<file path="src/rtl/sram_pkg.sv">
// sram_pkg: shared FSM encoding, half-word select constants and default base address
// for the off-chip SRAM controller.
package sram_pkg;

    typedef enum logic [2:0] {
        IDLE = 3'd0,
        LO   = 3'd1,
        HI   = 3'd2,
        WAIT = 3'd3,
        DONE = 3'd4
    } state_t;

    localparam logic HALF_LO = 1'b0;
    localparam logic HALF_HI = 1'b1;

    localparam logic [31:0] DEFAULT_BASE_ADDR = 32'd1024;

endpackage

</file>
<file path="src/rtl/sram_controller.sv">
// sram_controller: performs one 32-bit pipeline load/store as two 16-bit SRAM accesses,
// holding ready low so the pipeline freezes until the access completes.
//   clk, rst (sync, active-low)
//   wr_en, rd_en, address, writeData : request from the MEM stage (write wins if both)
//   readData, ready                   : load result and pipeline freeze control
//   SRAM_*                            : half-word SRAM pins; pad tri-state built from
//                                       SRAM_DQ_out/SRAM_DQ_oe outside this block
// Optional: define SRAM_STATS_EN to add saturating rd_count/wr_count outputs.
module sram_controller
    import sram_pkg::*;
#(
    parameter logic [31:0] BASE_ADDR   = DEFAULT_BASE_ADDR,
    parameter int          WAIT_CYCLES = 2,
    parameter int          SRAM_AW     = 18
) (
    input  logic               clk,
    input  logic               rst,
    input  logic               wr_en,
    input  logic               rd_en,
    input  logic [31:0]        address,
    input  logic [31:0]        writeData,
    output logic [31:0]        readData,
    output logic               ready,
    output logic [SRAM_AW-1:0] SRAM_ADDR,
    output logic [15:0]        SRAM_DQ_out,
    output logic               SRAM_DQ_oe,
    input  logic [15:0]        SRAM_DQ_in,
    output logic               SRAM_WE_N,
    output logic               SRAM_OE_N,
    output logic               SRAM_CE_N,
    output logic               SRAM_UB_N,
    output logic               SRAM_LB_N
`ifdef SRAM_STATS_EN
    ,
    output logic [15:0]        rd_count,
    output logic [15:0]        wr_count
`endif
);

    state_t             state, state_nxt;
    logic               op_wr;
    logic [SRAM_AW-2:0] word;
    logic [31:0]        wdata;
    logic [31:0]        rbuf;
    logic [3:0]         cnt;
    logic               req;
    logic               act;
    logic               half;
    logic               enter_done;

    assign SRAM_UB_N = 1'b0;
    assign SRAM_LB_N = 1'b0;

    always_comb begin
        req        = wr_en | rd_en;
        act        = (state == LO) || (state == HI);
        half       = (state == HI) ? HALF_HI : HALF_LO;
        state_nxt  = (state == IDLE) ? (req ? LO : IDLE) :
                     (state == LO)   ? HI :
                     (state == HI)   ? ((WAIT_CYCLES == 0) ? DONE : WAIT) :
                     (state == WAIT) ? ((cnt == 4'(WAIT_CYCLES - 1)) ? DONE : WAIT) :
                                       IDLE;
        enter_done = (state_nxt == DONE);
        // Gated by rst so no completion is ever signalled while held in reset.
        ready       = rst && (((state == IDLE) && !req) || (state == DONE));
        SRAM_ADDR   = act ? {word, half} : '0;
        SRAM_CE_N   = !act;
        SRAM_WE_N   = !(act && op_wr);
        SRAM_OE_N   = !(act && !op_wr);
        SRAM_DQ_oe  = act && op_wr;
        SRAM_DQ_out = (act && op_wr) ? (half ? wdata[31:16] : wdata[15:0]) : '0;
    end

    always_ff @(posedge clk) begin
        if (!rst) begin
            state    <= IDLE;
            op_wr    <= 1'b0;
            word     <= '0;
            wdata    <= '0;
            rbuf     <= '0;
            cnt      <= '0;
            readData <= '0;
        end else begin
            state <= state_nxt;
            cnt   <= (state == WAIT) ? cnt + 4'd1 : 4'd0;
            if ((state == IDLE) && req) begin
                op_wr <= wr_en;
                // Truncation to the SRAM word width makes out-of-range addresses wrap.
                word  <= (SRAM_AW - 1)'((address - BASE_ADDR) >> 2);
                wdata <= writeData;
            end
            if (act && !op_wr)
                rbuf <= half ? {SRAM_DQ_in, rbuf[15:0]} : {rbuf[31:16], SRAM_DQ_in};
            // With no wait cycles DONE follows HI directly, so take the high half from the pad.
            if (enter_done && !op_wr)
                readData <= (state == HI) ? {SRAM_DQ_in, rbuf[15:0]} : rbuf;
        end
    end

`ifdef SRAM_STATS_EN
    always_ff @(posedge clk) begin
        if (!rst) begin
            rd_count <= '0;
            wr_count <= '0;
        end else begin
            rd_count <= (enter_done && !op_wr && rd_count != 16'hFFFF) ? rd_count + 16'd1 : rd_count;
            wr_count <= (enter_done && op_wr && wr_count != 16'hFFFF) ? wr_count + 16'd1 : wr_count;
        end
    end
`endif

endmodule

</file>
<file path="config.mk">
export PLATFORM = sky130hd
export DESIGN_NAME = sram_controller
export DESIGN_NICKNAME = d
export VERILOG_FILES = /design/src/rtl/sram_pkg.sv /design/src/rtl/sram_controller.sv
export SDC_FILE = /design/constraint.sdc
export NUM_CORES = 1
export LEC_CHECK = 0
export CAP_MARGIN = 10
export CORE_AREA = 8 8 114 116
export CTS_CLUSTER_DIAMETER = 50
export CTS_CLUSTER_SIZE = 16
export DETAILED_ROUTE_END_ITERATION = 8
export DIE_AREA = 0 0 122 124
export HOLD_SLACK_MARGIN = 0.15
export PLACE_DENSITY = 0.75
export SLEW_MARGIN = 10
export SYNTH_ARGS = -nofsm -noshare
export SYNTH_HDL_FRONTEND = slang
export SYNTH_SLANG_ARGS = --single-unit
</file>
<file path="constraint.sdc">
create_clock -name clk -period 1.8 [get_ports clk]
set_input_delay 0.18 -clock clk [delete_from_list [all_inputs] [get_ports clk]]
set_output_delay 0.18 -clock clk [all_outputs]
set_load 0.02 [all_outputs]
</file>
==> results.json <==
{
  "status": "complete, but fails checks",
  "violations": "negative setup slack",
  "period_share": 1.04,
  "required_ns": 1.62,
  "slew_violations": 0,
  "rsz0062_at_grt": "yes",
  "syn2layout_area_growth_pct": 52.2,
  "grt_pass1_vias": 5131,
  "drive_gt1_frac": 0.211,
  "core-area_um2": 11200,
  "cts.sinks": 121,
  "critPathCaptureType": "primary output",
  "holdWs_ns": 0.334,
  "clock_tree.buffer_depth": 2,
  "cp_slowest_cell": "dfxtp_2",
  "port_buffers": 139,
  "maxSlewHeadroom": 0.607,
  "fmax_mhz": 533,
  "maxCapViolCount": 0,
  "drc": 0,
  "ys_ff_latch": 121,
  "antenna_found_initial": 0,
  "placementRows": 39,
  "drtIter0Drc": 409,
  "synth.avg_cell_area_um2": 8.09,
  "grt_pass1_wl_um": 24600,
  "syn_inst": 637,
  "synth_warnings": 0,
  "clk_latency_ns": 0.41,
  "routed_wl_um": 15800,
  "syn-cell-area_um2": 5150,
  "synth_flop_cell": "dfxtp_1",
  "routedWlPerCell_um": 16.9,
  "power.density_nw_per_um2": 1020,
  "p_leak_uw": 0.00281,
  "cpPeakStageDelay_ns": 0.32,
  "r2r_setup_slack_ns": 0.08,
  "dp_slack_ns": -0.193,
  "regArea_um2": 2420,
  "crit_path_start_kind": "flop",
  "finalHoldViolations": 0,
  "h-tree-depth": 4,
  "start_util": 0.461,
  "die_area_um2": 15100,
  "place_congestion": 0.839,
  "fp.dieH_um": 124,
  "cp_max_fo": 4,
  "grt_overflow_total": 0,
  "cts_inserted_buffers": 17,
  "ios": 157,
  "num_vias": 5096,
  "fillerInstances": 831,
  "grt_usage": 0.202,
  "dp_cells": 893,
  "critical_path_class": "reg -> out",
  "final_cells": 933,
  "ir_worst_vdd_mv": 0.675,
  "root_buffer": "clkbuf_16",
  "multi_input_area_um2": 2700,
  "grt_max_degree": 65,
  "fin_ws_ns": -0.0767,
  "cp.arrival_ns": 1.70,
  "dieWidth_um": 122,
  "path_clk_slew_ns": 0.06,
  "period_needed_ns": 1.88,
  "viasPerCell": 5.46,
  "worstMarginPinSlew_ns": 0.589,
  "first_pass_iters": 5,
  "setup_viol_count_final": 19,
  "cts_tree": "done",
  "synthDistinctLibCells": 45,
  "async_reset_ff_frac": 0,
  "num_antenna_cells": 0,
  "hp-class": "in -> reg",
  "synth.yosys.seq_area_share": 0.470,
  "crit_chain": "buf_6 > xor2_4 > nand3_4 > clkbuf_16 > a21oi_2 > buf_4",
  "dp_hpwl_um": 10300,
  "postRouteAntennaNets": 0,
  "fin_skew_ns": 0.0130,
  "fin_nets": 864,
  "synth_edf_count": 0
}
[path summary, 6_finish.rpt]
check,from,end,cells after the start
setup / recovery,state[0]$_SDFF_PN0_,SRAM_DQ_out[12],6
hold / removal,writeData[16],wdata[16]$_SDFFE_PN0P_,3
setup reg to reg,state[1]$_SDFF_PN0_,rbuf[3]$_SDFFE_PN0P_,7
hold reg to reg,rbuf[28]$_SDFFE_PN0P_,readData[28]$_SDFFE_PN0P_,2
[metrics by stage]
step                       util  total power, uW  TNS, ns  instance area, um^2
after floorplan               -             3650   -0.223                 5160
after detailed placement  0.604             4160    -4.39                 6750
after global routing      0.702             8300    -2.91                 7840
final                     0.702             7990   -0.810                 7840
after CTS                 0.674             7890   -0.581                 7530
after global placement    0.604             4130    -3.47                 6750
[timing repair]
item,CTS,global route
endpoints found under the setup margin,45,63
endpoints found under the hold margin,1,0
resized for setup,235,65
setup buffers,3,0
pin swaps,2,13
hold buffers,1,0
gates cloned,2,2
[flip-flops by register name, indices dropped and copies added (netlist names)]
name / cells
readData: 32
wdata: 32
op_wr: 1
cnt: 4
state: 3
rbuf: 32
word: 17
[worst max-delay path: cells and delay by family, from the launching register on]
kind            cells  cell delay, ns
buf+inv             3            0.48
compound gates      1            0.12
simple gates        1            0.16
xor+xnor            1            0.20
flops               1            0.32
[cells in the mapped netlist (2+ instances only)]
master,count,share of area
o21ai_0,41,0.040
buf_4,7,0.010
buf_2,12,0.012
a211oi_1,4,0.0058
inv_1,8,0.0058
or3b_1,2,0.0034
or3_1,2,0.0024
or4b_1,2,0.0039
dfxtp_1,121,0.47
a311oi_1,5,0.0085
o31ai_1,3,0.0044
a21oi_1,98,0.095
nor2_1,7,0.0051
nor3b_1,2,0.0029
clkbuf_1,39,0.028
nand2_1,160,0.12
xnor2_1,4,0.0068
and3_1,18,0.022
mux2i_1,32,0.062
nand3_1,42,0.041
nor4b_4,2,0.0092
ha_1,3,0.0073
[layout make-up]
class,instances,share of cell area
clock buffer,21,0.0600
sequential,121,0.309
timing repair buffer,179,0.236
clock inverter,11,0.0214
inverter,9,0.00590
tap,143,0.0228
multi-input combinational,449,0.344
[report_power, final]
part	internal [uW]	switching (uW)
Clock	2430	1210
Combinational	643	760
Sequential	2850	96.0
Total	5920	2070
[metal layers]
layer,up-vias,GRT usage,part of all wire
met5,-,0,0
met4,0,0.0702,0.013
met3,16,0.0807,0.095
met2,196,0.341,0.49
met1,2430,0.228,0.40
li1,2454,-,-
[cell usage in the layout (no fill, tap or decap), types with 4 or more instances in the layout]
master and n:
a211oi_1 4, a21oi_1 82, a21oi_2 9, a21oi_4 7, a311oi_1 5, and3_4 18, buf_4 24, buf_6 45
bufinv_16 4, clkbuf_16 18, clkdlybuf4s50_1 99, dfxtp_1 119, inv_1 6, mux2i_1 32, nand2_1 157, nand3_1 42
nor2_1 6, o21ai_0 41
[logic make-up (layout without fill, tap and decap cells)]
group	after synthesis	in the layout	share of synthesized area
fa+ha+maj	3	3	0.00729
buf+inv	68	220	0.0593
other cells	1	2	0.000728
simple gates	249	249	0.225
mux	32	32	0.0622
flops	121	121	0.470
xor+xnor	6	6	0.0117
compound gates	157	157	0.164
Note: power is estimated with default switching activity, not from simulation.
